[src/rtl/serial_adder_nbit_pkg.sv]
// Shared types and constants for the digit-serial adder/subtractor.
package serial_adder_pkg;

  typedef enum logic [1:0] {
    IDLE = 2'd0,
    RUN  = 2'd1,
    DONE = 2'd2
  } state_e;

  localparam logic MODE_ADD = 1'b0;
  localparam logic MODE_SUB = 1'b1;

endpackage

[src/rtl/serial_adder_nbit_if.sv]
// Operand/result handshake bundle for serial_adder_nbit.
// The master side presents operands and consumes results; the slave is the adder.
interface serial_adder_nbit_if #(
  parameter int WIDTH = 8
);

  logic             in_valid;
  logic             in_ready;
  logic [WIDTH-1:0] a;
  logic [WIDTH-1:0] b;
  logic             cin;
  logic             mode;
  logic             out_valid;
  logic             out_ready;
  logic [WIDTH-1:0] sum;
  logic             cout;
  logic             overflow;

  modport master (
    output in_valid, a, b, cin, mode, out_ready,
    input  in_ready, out_valid, sum, cout, overflow
  );

  modport slave (
    input  in_valid, a, b, cin, mode, out_ready,
    output in_ready, out_valid, sum, cout, overflow
  );

endinterface

[src/rtl/serial_adder_nbit_fa_digit.sv]
// Combinational DIGIT-bit ripple of full-adder cells. Also exposes the carry
// into its top bit so the parent can form signed overflow on the final digit.
module fa_digit #(
  parameter int DIGIT = 1
) (
  input  logic [DIGIT-1:0] x,
  input  logic [DIGIT-1:0] y,
  input  logic             ci,
  output logic [DIGIT-1:0] s,
  output logic             co,
  output logic             c_last_in
);

  logic [DIGIT:0] c;

  // Ripple the carry through each full-adder cell from LSB to MSB.
  always_comb begin
    c    = '0;
    s    = '0;
    c[0] = ci;
    for (int i = 0; i < DIGIT; i++) begin
      s[i]   = x[i] ^ y[i] ^ c[i];
      c[i+1] = (x[i] & y[i]) | (c[i] & (x[i] ^ y[i]));
    end
  end

  assign co        = c[DIGIT];
  assign c_last_in = c[DIGIT-1];

endmodule

[src/rtl/serial_adder_nbit.sv]
// Digit-serial adder/subtractor: one DIGIT-bit slice reused over WIDTH/DIGIT
// cycles, with the carry held in a register between digits.
//
//   state | meaning
//   ------+---------------------------------------------------------------
//   IDLE  | in_ready high; waiting for operands
//   RUN   | one digit per cycle through the slice, STEPS cycles
//   DONE  | out_valid high; result held until out_ready
module serial_adder_nbit
  import serial_adder_pkg::*;
#(
  parameter int WIDTH = 8,
  parameter int DIGIT = 1
) (
  input  logic               clk,
  input  logic               rst_n,
  serial_adder_nbit_if.slave bus
);

  localparam int STEPS = WIDTH / DIGIT;
  localparam int CNT_W = $clog2(STEPS + 1);

  if (WIDTH < 2 || DIGIT < 1 || (WIDTH % DIGIT) != 0) begin : g_bad_cfg
    $error("serial_adder_nbit: WIDTH must be >= 2 and a multiple of DIGIT");
  end

  state_e             state_q, state_d;
  logic [WIDTH-1:0]   a_q, a_d;
  logic [WIDTH-1:0]   b_q, b_d;
  logic [WIDTH-1:0]   sum_q, sum_d;
  logic               carry_q, carry_d;
  logic               c_msb_q, c_msb_d;
  logic [CNT_W-1:0]   cnt_q, cnt_d;

  logic               in_ready;
  logic               out_valid;
  logic [DIGIT-1:0]   dg_s;
  logic               dg_co;
  logic               dg_c_last;

  fa_digit #(
    .DIGIT (DIGIT)
  ) u_digit (
    .x         (a_q[DIGIT-1:0]),
    .y         (b_q[DIGIT-1:0]),
    .ci        (carry_q),
    .s         (dg_s),
    .co        (dg_co),
    .c_last_in (dg_c_last)
  );

  // Next-state and datapath update; subtraction is a + ~b + 1 via the carry seed.
  always_comb begin
    state_d   = state_q;
    a_d       = a_q;
    b_d       = b_q;
    sum_d     = sum_q;
    carry_d   = carry_q;
    c_msb_d   = c_msb_q;
    cnt_d     = cnt_q;
    in_ready  = 1'b0;
    out_valid = 1'b0;

    unique case (state_q)
      IDLE: begin
        in_ready = 1'b1;
        if (bus.in_valid) begin
          a_d     = bus.a;
          b_d     = (bus.mode == MODE_SUB) ? ~bus.b : bus.b;
          carry_d = (bus.mode == MODE_SUB) ? 1'b1 : bus.cin;
          cnt_d   = '0;
          state_d = RUN;
        end
      end
      RUN: begin
        a_d     = a_q >> DIGIT;
        b_d     = b_q >> DIGIT;
        sum_d   = WIDTH'({dg_s, sum_q} >> DIGIT);
        carry_d = dg_co;
        cnt_d   = cnt_q + CNT_W'(1);
        if (cnt_q == CNT_W'(STEPS - 1)) begin
          c_msb_d = dg_c_last;
          state_d = DONE;
        end
      end
      DONE: begin
        out_valid = 1'b1;
        if (bus.out_ready) begin
          state_d = IDLE;
        end
      end
      default: begin
        state_d = IDLE;
      end
    endcase
  end

  // State and datapath registers; reset drops any operation in flight.
  always_ff @(posedge clk or negedge rst_n) begin
    if (!rst_n) begin
      state_q <= IDLE;
      a_q     <= '0;
      b_q     <= '0;
      sum_q   <= '0;
      carry_q <= 1'b0;
      c_msb_q <= 1'b0;
      cnt_q   <= '0;
    end else begin
      state_q <= state_d;
      a_q     <= a_d;
      b_q     <= b_d;
      sum_q   <= sum_d;
      carry_q <= carry_d;
      c_msb_q <= c_msb_d;
      cnt_q   <= cnt_d;
    end
  end

  assign bus.in_ready  = in_ready;
  assign bus.out_valid = out_valid;
  assign bus.sum       = sum_q;
  assign bus.cout      = carry_q;
  assign bus.overflow  = c_msb_q ^ carry_q;

endmodule

[src/flat_wrapper.sv]
// flat-port wrapper written by rule: the top's interface ports become plain ports
module serial_adder_nbit_flat import serial_adder_pkg::*;
#(
  parameter int WIDTH = 8,
  parameter int DIGIT = 1
)
  (clk, rst_n, bus_in_valid, bus_a, bus_b, bus_cin, bus_mode, bus_out_ready, bus_in_ready, bus_out_valid, bus_sum, bus_cout, bus_overflow);
  serial_adder_nbit_if #(.WIDTH(WIDTH)) bus_i ();
  input  logic clk;
  input  logic rst_n;
  input wire logic [$bits(bus_i.in_valid)-1:0] bus_in_valid;
  input wire logic [$bits(bus_i.a)-1:0] bus_a;
  input wire logic [$bits(bus_i.b)-1:0] bus_b;
  input wire logic [$bits(bus_i.cin)-1:0] bus_cin;
  input wire logic [$bits(bus_i.mode)-1:0] bus_mode;
  input wire logic [$bits(bus_i.out_ready)-1:0] bus_out_ready;
  output wire logic [$bits(bus_i.in_ready)-1:0] bus_in_ready;
  output wire logic [$bits(bus_i.out_valid)-1:0] bus_out_valid;
  output wire logic [$bits(bus_i.sum)-1:0] bus_sum;
  output wire logic [$bits(bus_i.cout)-1:0] bus_cout;
  output wire logic [$bits(bus_i.overflow)-1:0] bus_overflow;
  assign bus_i.in_valid = bus_in_valid;
  assign bus_i.a = bus_a;
  assign bus_i.b = bus_b;
  assign bus_i.cin = bus_cin;
  assign bus_i.mode = bus_mode;
  assign bus_i.out_ready = bus_out_ready;
  assign bus_in_ready = bus_i.in_ready;
  assign bus_out_valid = bus_i.out_valid;
  assign bus_sum = bus_i.sum;
  assign bus_cout = bus_i.cout;
  assign bus_overflow = bus_i.overflow;
  serial_adder_nbit #(.WIDTH(WIDTH), .DIGIT(DIGIT)) u_core (.clk(clk), .rst_n(rst_n), .bus(bus_i));
endmodule
[config.mk]
export PLATFORM = sky130hd
export DESIGN_NAME = serial_adder_nbit_flat
export DESIGN_NICKNAME = d
export VERILOG_FILES = /design/src/rtl/serial_adder_nbit_pkg.sv /design/src/rtl/serial_adder_nbit_if.sv /design/src/rtl/serial_adder_nbit_fa_digit.sv /design/src/rtl/serial_adder_nbit.sv /design/src/flat_wrapper.sv
export SDC_FILE = /design/constraint.sdc
export NUM_CORES = 1
export LEC_CHECK = 0
export CAP_MARGIN = 10
export CORE_MARGIN = 8
export CORE_UTILIZATION = 45
export CTS_CLUSTER_SIZE = 14
export DETAILED_ROUTE_END_ITERATION = 8
export GPL_ROUTABILITY_DRIVEN = 0
export GPL_TIMING_DRIVEN = 0
export PLACE_DENSITY = 0.75
export RECOVER_POWER = 100
export SYNTH_ARGS = -nofsm -noshare
export SYNTH_HDL_FRONTEND = slang
export SYNTH_SLANG_ARGS = --single-unit
[constraint.sdc]
create_clock -name clk -period 1.3 [get_ports clk]
set_clock_uncertainty 0.05 [all_clocks]
set_input_delay 0.13 -clock clk [delete_from_list [all_inputs] [get_ports clk]]
set_output_delay 0.13 -clock clk [all_outputs]
set_load 0.03 [all_outputs]
-- Yosys cells after proc, flatten, opt, wreduce, memory -nomap -nowiden
Index checks and enable logic that the tools add are counted.
- word-level logic and storage cells: 42
- output and inout port bits: 12
- input bits: 22
- register bits: 32
- mux-type cells: 16
- add/subtract/negate cells: 1
- eq/ne operators: 6
- reduce and logical (&&, ||, !) cells: 5
- bitwise operators: 7
- operator list (cell ; count):
    case mux 8 bit (2 select lines) ; 2
    2-to-1 mux 8 bit ; 3
    NOT 8 bit ; 1
    case mux 4 bit (2 select lines) ; 1
    2-to-1 mux 2 bit ; 3
    case mux 2 bit (3 select lines) ; 1
    adder 4 x 1 -> 4 bit, second input constant ; 1
    equality test 4 x 3 -> 1 bit, second input constant ; 1
    2-to-1 mux 1 bit ; 4
    2-to-1 mux 4 bit ; 1
    != test 2 bit, second input constant ; 2
    AND reduction 2 bit ; 2
    AND reduction 3 bit ; 1
    XOR 1 bit ; 3
    bitwise AND 1 bit ; 2
    equality test 2 x 1 -> 1 bit, second input constant ; 1
    equality test 2 bit, second input constant ; 1
    zero test 2 bit ; 1
    != test 2 x 1 -> 1 bit, second input constant ; 1
    case mux 1 bit (2 select lines) ; 1
    nonzero test 2 bit ; 1
    bitwise OR 1 bit ; 1

-- Depth between registers and ports, before layout
Gate-level depths: netlist of run 1.
- word-level depth: 4
- depth in mapped cells: 4
- gate-level depth less buffers: 4

-- Modules after synthesis
From an unflattened synthesis of run 1, not the netlist that was laid out.
- cells, all modules: 152
- area total of the unflattened synthesis: 1500.2 sq um
- by module, submodules not included (module ; sequential area each (sq um) ; times used ; cells an instance ; area each (sq um)):
    serial_adder_nbit ; 800.8 ; 1 ; 150 ; 1472.7
    fa_digit ; 0.0 ; 1 ; 2 ; 27.5

-- Least setup slack after synthesis of run 1
No wires, ideal clock.
- kind: register to register
- start: reg u_core.state_q[1]
- end: reg u_core.b_q[1]
- data required time: 1.160 ns
- path buffers: 1
- library setup time: 0.090 ns
- data arrival time: 1.445 ns
- slack: -0.285 ns
- stages on the path, launching flop included: 5
- period minus slack after synthesis: 1.585 ns
- cell sequence: dfrtp_1 -> buf_2 -> nor2_1 -> nand2_1 -> o221ai_1
- longest elaborated chain between the ends: 3
- elaborated cells on any way between the ends: 6
- those cells by class: 2 x eq/ne; 1 x mux; 3 x reduce/logical
- ends and longest elaborated chain (what ; line ; text):
    start: declaration ; serial_adder_nbit.sv:27 ; state_e state_q, state_d;
    start signal: assignment ; serial_adder_nbit.sv:109 ; state_q <= state_d;
    equality test 2 x 1 -> 1 bit / zero test 2 bit (equally long branches) ; serial_adder_nbit.sv:64 ; unique case (state_q)
    nonzero test 2 bit (no source line) / != test 2 bit (equally long branches) ; n/a ;
    AND reduction 2 bit (no source line) ; n/a ;
    end signal: assignment ; serial_adder_nbit.sv:103 ; b_q <= '0;
    end signal: assignment ; serial_adder_nbit.sv:111 ; b_q <= b_d;
    end: declaration ; serial_adder_nbit.sv:29 ; logic [WIDTH-1:0] b_q, b_d;
Parallel ways exist; a longest one is shown, timed or not.
A chain may end at the register's enable or synchronous reset.

-- Final worst setup path of run 1
- start: reg u_core.state_q[1]
- end: reg u_core.sum_q[1] (netlist: u_core.bus.sum[1])
- longest elaborated chain between the ends: 1
- ends and longest elaborated chain (what ; line ; text):
    equality test 2 x 1 -> 1 bit ; serial_adder_nbit.sv:64 ;
    end signal: assignment ; serial_adder_nbit.sv:112 ; sum_q <= sum_d;
    end: declaration ; serial_adder_nbit.sv:30 ; logic [WIDTH-1:0] sum_q, sum_d;
No other way between the ends.

==> results.txt, run 1 <==
After synthesis the netlist holds a flip-flop and latch count of 32. The worst hold path depth came out at 3. The worst endpoint required time is 1460 ps. Timing would allow up to 0.725 GHz. The number of pins with negative max-slew slack in the final report came out at 0.

The initial antenna violation count came out at 0. The clock insertion delay at the later pin of the skew report is 330 ps. The worst pin sits at a relative slew slack of 51.8%. For the pin with the worst max-slew slack, the measured transition is 720 ps.

The arrival time of the worst setup path came out at 1540 ps. The average footprint of a synthesized cell came out at 10.7 sq um. The number of global-route vias before repair came out at 1,321. The initial core utilization came out at 46.6%.

The number of nets in the layout is 222. The total track usage is 14.6%. In this run the worst path has a maximum fanout of 5. The capturing element type of the critical path is a flop. The number of buffers added on ports came out at 32. The die covers 5560 sq um. The number of vias after detailed routing is 1,307. Clock-pin slew was measured on the worst setup and hold paths at 100 ps. The I/O pin total came out at 34. The routed wire length on met2 is 1800 um. In the synthesized netlist, the number of instances is 144. The count of warnings emitted by yosys came out at 0. The critical path class is flop to flop. Final hold analysis gives a worst-case slack of 184 ps. The wire length of the first global-routing pass is 6310 um. The startpoint identified for the worst register-to-register timing path is u_core.state_q[1]. The maximum level of the CTS H-tree is 2. The async set-reset flop share out of synthesis is 100%. In this run the critical register-to-register path is captured at u_core.bus.sum[1]. The final reports fail on negative setup slack. The slowest stage of the critical path is the dfrtp_1 cell. The die is 74.6 um wide. The sum of overflow across all layers after global routing came out at 0. The number of detailed-route iterations in the first pass came out at 4. The setup slack of the worst register-to-register path is -80 ps. The post-DP HPWL is 2600 um. The area of placed instances is 1960 sq um.

The worst setup path is launched from a flop. The number of standard-cell rows in the floorplan came out at 21. The number of remaining DRC errors came out at 0.

The dominant cell type by area after synthesis is dfrtp_1. The routed length per instance came out at 15.8 um. The critical path goes through and2b_4, buf_6, mux2_4.

After detailed routing, the met3 layer carries 273 um of wire. For this run, the slowest stage of the critical path takes 440 ps. The final hold violation count came out at 0. The worst ir drop on vdd came out at 0.939 mV. Yosys attributes the largest share of cell area to dfrtp_1, mux2_1, xnor2_1, a22oi_1, nand2_1. The uppermost layer routed is met4.

The CTS buffer count came out at 5. The worst slack after detailed placement is -509 ps. The flow ran to the end, but the final reports show violations. The number of distinct library cells after synthesis is 28. Grouping stages by cell kind, the critical path spends the most delay in flip-flops.

Counting both buffers and inverters, the worst setup path holds a total of 1. The height of the chip came out at 74.6 um. The total standard cell area after synthesis is 1540 sq um.

The largest net degree at the start of global routing is 18. The power per cell area is 2140 nW/um^2. The post-layout minimum cycle time is 1380 ps. The post-route netlist has 38.7% of its cells at a drive strength greater than 1. The start point of the worst hold path is bus_mode.

The number of enable-type register cells in the synthesized netlist came out at 0. The hold-fix buffer count after cts is 0. The number of routed nets with antenna violations is 0. Dividing the final minimum period by the clock period gives 106%. The total wire length after detailed routing came out at 3860 um.

The cell depth of the worst flop-to-flop path came out at 3. The number of antenna diodes in the final layout is 0. The vias per cell is 5.33. Across the run, the number of max-cap violations was 0. The count of final setup violators is 12.

The detailed-route wire length on metal 1 is 1760 um. Setup repair after global routing could not meet its margin everywhere. Among all flip-flop cells after synthesis, the most frequent one is dfrtp_1. The leakage component of the power came out at 1.02 nW. The sequential area share after synthesis is 51.9%. The tree built by TritonCTS fans out to 32 sinks. The synthesized design devotes to its leading area cell type 51.9% of total area. The minimum setup slack in the final design is -78.9 ps. The area growth from synthesis to layout is 44.6%. The net count after synthesis is 168.

The finished cells cover 2230 sq um. The capture endpoint of the worst hold path is u_core.b_q[7]. The min-delay analysis places its worst path in the category input port to flop. The number of buffers on the longest clock path came out at 2. The DRC violation total after the first TritonRoute iteration is 63. TritonCTS built the clock tree. The setup total negative slack is -704 ps. The master cell of the clock root buffer is clkbuf_4. The core area came out at 3310 sq um.
timing repair:
item | CTS | global route
buffers inserted | 7 | 5
cloned | 2 | 0
setup endpoints to repair | 35 | 42
pin swaps | 3 | 9
gates resized for setup | 65 | 41
state kept, by name (all words and copies together) (netlist names):
| signal | count |
|---|---|
| u_core.a_q | 8 |
| u_core.b_q | 8 |
| u_core.bus.cout | 1 |
| u_core.bus.sum | 8 |
| u_core.c_msb_q | 1 |
| u_core.cnt_q | 4 |
| u_core.state_q | 2 |
layout make-up:
cell class,count,area [sq um]
repair buffers,47,408
clock inverters,2,10.0
inverters,2,7.51
fillers,273,1080
plain buffers,10,80.1
multi-input cells,100,813
clock buffers,6,51.3
flip-flops and latches,32,803
well taps,46,57.6
worst max path at each step:
stage,startpoint,endpoint,cells past startpoint
after detailed placement,u_core.state_q[0],bus_out_valid,4
after CTS,u_core.state_q[0],bus_out_valid,4
final,u_core.state_q[1],u_core.bus.sum[1],3
after global routing,u_core.state_q[1],u_core.bus.sum[1],3
after global placement,rst_n,u_core.bus.cout,1
after floorplan,u_core.bus.cout,u_core.bus.sum[7],2
logic make-up after synthesis:
| kind of cell | Yosys count | synth area share (%) |
|---|---|---|
| AO/OA/AOI/OAI | 42 | 17.5 |
| AND/OR/NAND/NOR | 36 | 11.9 |
| flip-flops | 32 | 51.9 |
| buffers and inverters | 12 | 3.49 |
| multiplexers | 11 | 7.95 |
| XOR/XNOR | 9 | 5.11 |
| adder cells (fa/ha/maj) | 2 | 2.11 |
cell usage after synthesis, drive strengths merged, types with 2 or more instances:
library cell and instances:
mux2 10, clkbuf 3, and2b 4, inv 2, nor2 2, xnor2 8
nor2b 7, a22oi 9, nand2 17, o221ai 6, dfrtp 32, a21oi 11
buf 7, o21ai 11, a22o 2, nand2b 2
power breakdown:
part	total [W]	switching (W)	internal, W	leakage [nW]
clock network	0.000584	0.000327	0.000257	0.0380
registers	0.00173	0.000331	0.00139	0.410
logic	0.00246	0.00119	0.00127	0.568
worst min-delay path, cell delays in order:
cell,delay [ps]
buf_2,170
xnor2_1,160
o21ai_0,70
layer usage:
metal,GRT usage [%],up-vias
met3,5.93,4
met2,22.8,41
met4,4.13,0
li1,-,613
met5,0,-
met1,18.1,649
cell usage in the layout (no fill, tap or decap), types with 2 or more instances in the layout:
master	count
clkbuf_2	9
clkinv_2	2
a22o_1	2
dfrtp_2	2
dfrtp_1	30
clkdlybuf4s50_1	19
clkbuf_4	5
nand2b_4	2
nand2_1	16
o21ai_0	3
a22oi_2	9
a21oi_1	10
and2b_1	3
nor2b_1	7
mux2_4	9
buf_2	5
o221ai_1	6
xnor2_1	8
o21ai_1	8
buf_4	10
buf_6	11
through the flow:
stage	std cells	power (W)	utilization [%]
after floorplan	144	0.00290	-
after global placement	222	0.00349	58.5
after detailed placement	223	0.00360	59.3
after CTS	240	0.00444	64.9
after global routing	245	0.00508	67.4
final	245	0.00477	67.4
(Power assumes the default switching activity.)
==> run 2: changes to the inputs <==
CORE_UTILIZATION = 49   (was 45)
PLACE_DENSITY = 0.78   (was 0.75)
clock period = 1.4 ns   (was 1.3 ns; I/O delays follow)
==> run 2 against run 1 <==
The run still ends with negative setup slack left; sequential power down 10%; largest power group unchanged; largest cell class is now flip-flops and latches; clock power decreased by 4.6%; cell area is 7.1% lower; final cell count is 3.7% lower; critical path type is now flop to output port; worst setup slack gained 46 ps; global-route usage fell by 0.41 points; die area is 6.4% lower; sequential share of layout area is 2.7 points higher; first-iteration DRC count increased by 1.6%; register-to-register slack better by 80 ps.
==> results.txt, run 2 (synthesis gave the netlist of run 1 again) <==
The worst endpoint required time was 1210 ps (-250 ps). The minimum setup slack in the final design is -32.5 ps (+46.4 ps). The area of placed instances was 1920 sq um (-2.4%). The fraction of final layout cells sized beyond drive strength 1 is 19.8% (-19 points). The initial antenna violation count came out at 0 (unchanged). The tree is rooted in a clkbuf_4. The relative slew slack is 48.9% (-3.0 points). The design area is 2070 sq um (-7.1%).

The post-layout utilization of the core came to 68.5% (+1.1 points). The setup total negative slack is -36.7 ps (+668 ps). The capturing element type of the critical path is an output port. The clock-pin slew on the worst setup and hold paths came out at 100 ps (about the same). The number of remaining DRC errors came out at 0 (unchanged).

The number of detailed-route iterations in the first pass is 4 (unchanged). The number of diodes added for antenna fixing is 0 (unchanged). The vias per cell came to 5.40 (+1.2%). The height of the chip came out at 72.1 um (-3.3%). Leaving out fill and tap cells, the most frequent cell in the layout is dfrtp_1.

The tightest min-delay check is of the input port to flop type. The number of buffers added on ports is 32 (unchanged). The sequential cell area came out at 803 sq um (unchanged). The number of standard-cell rows in the floorplan is 20 (-4.8%).

The worst slack after detailed placement was -379 ps (+130 ps). The core area came to 3030 sq um (-8.5%). The CTS buffer count came out at 5 (unchanged). The number of pins with negative max-slew slack in the final report is 0 (unchanged).

The largest net degree at the start of global routing came out at 33 (+15). The routed length per instance is 14.4 um (-8.6%). The number of routed nets with antenna violations is 0 (unchanged). The multi-input combinational cell area came out at 707 sq um (-13%). The count of final setup violators is 2 (-10). Setup repair after global routing could not meet its margin everywhere. The DRC violation total after the first TritonRoute iteration is 64 (+1.6%). The max-cap check violation count is 0 (unchanged). The number of inserted filler cells in the final layout was 252 (-7.7%). The checks that failed: negative setup slack. The I/O pin total is 34 (unchanged).

The critical path in this run is classified as flop to output port. The initial core utilization came to 51.0% (+4.4 points). The actual slew at the worst max-slew pin came out at 767 ps (+47.1 ps). The final hold violation count came out at 0 (unchanged). The arrival time of the worst setup path is 1240 ps (-300 ps).

The clock insertion delay at the later pin of the skew report came out at 330 ps (about the same). The number of global-route vias before repair came out at 1,307 (-1.1%). The number of buffers on the longest clock path came out at 2 (unchanged). The library cells used most frequently in the layout, excluding fill and tap cells, are dfrtp_1, clkdlybuf4s50_1, nand2_1, a21oi_1, o21ai_0. The total wire length after detailed routing is 3400 um (-12%).

The fmax came out at 0.698 GHz. The leakage component of the power came out at 0.942 nW (-7.2%). The total clock sinks is 32 (unchanged). The run finished, with violations left. The worst ir drop on vdd came out at 0.967 mV (+3.0%).

The maximum level of the CTS H-tree came to 2 (unchanged). The final critical path takes up 102% of the cycle. Subtracting the final worst setup slack from the clock period gives 1430 ps. The number of vias after detailed routing is 1,274 (-2.5%). The wire length of the first global-routing pass came out at 5840 um (-7.4%). The overall die width is 72.1 um (-3.3%). The CTS tree is yes. The total die area came out at 5200 sq um (-6.4%). The total track usage came out at 14.2% (-0.41 points). The worst setup path is launched from a flop. The post-DP HPWL is 2420 um (-6.6%).

The power per cell area was 1890 nW/um^2 (-12%). The sum of overflow across all layers after global routing was 0 (unchanged). The highest fanout seen on the critical path came out at 10 (+5). The number of nets in the layout is 215 (-3.2%). The area growth from synthesis to final layout is 34.4%.
## run 2: cell types whose count changed in the layout (fill, tap and decap cells not counted), moves of 5 or more
cell / change
buf_6: -7
a22oi_1: +9
clkbuf_2: -5
o21ai_0: +7
o21ai_1: -7
mux2_1: +6
a22oi_2: -9
mux2_4: -8
dlygate4sd2_1: +8
## run 2: cell type report
cell class                 count  area share (%)
sequential                    32            38.7
multi-input combinational    100            34.1
timing repair buffer          40            17.7
buffer                        10            3.44
tap                           44            2.66
clock buffer                   6            2.47
clock inverter                 2           0.483
inverter                       2           0.362
## run 2: final timing paths
check / startpoint / endpoint / cells past startpoint / slack, ps
worst min-delay path: bus_mode / u_core.b_q[7] / 3 / 210
max in group asynchronous: rst_n / u_core.bus.cout / 2 / 400
worst max-delay path: u_core.state_q[0] / bus_out_valid / 4 / -30
worst max register to register: u_core.cnt_q[1] / u_core.c_msb_q / 4 / 0
worst min register to register: u_core.b_q[7] / u_core.b_q[7] / 2 / 450
min in group asynchronous: rst_n / u_core.bus.sum[1] / 2 / 350
## run 2: critical path, cell delays in order (launching register included)
cell	delay, ps
dfrtp_2	450
buf_8	150
nand2b_4	140
inv_2	50
buf_6	120
## run 2: per-stage QoR
stage | instances | power (W) | hold slack, ps
6_report | 236 | 0.00392 | 215
2_1_floorplan | 144 | 0.00265 | -206
3_5_place_dp | 220 | 0.00328 | 183
3_3_place_gp | 220 | 0.00320 | 413
4_1_cts | 231 | 0.00384 | 202
5_1_grt | 236 | 0.00422 | 217
## run 2: power by group
group,total [W],internal [W],switching (W)
registers,0.00155,0.00129,0.000253
clock network,0.000557,0.000239,0.000319
logic,0.00181,0.000866,0.000947
## run 2: what timing repair did
item                                    in CTS  in global routing
hold endpoints to repair                    32                  0
pin swaps                                    1                  3
endpoints found under the setup margin      13                 18
resized for setup                           38                 10
hold buffers                                 1                  0
setup buffers                                2                  5
## run 2: layer usage
layer,routed length [um],GRT usage [%],vias up
li1,-,-,602
met5,0,0,-
met1,1510,16.8,622
met2,1600,22.3,46
met4,46,5.67,0
met3,248,6.06,4
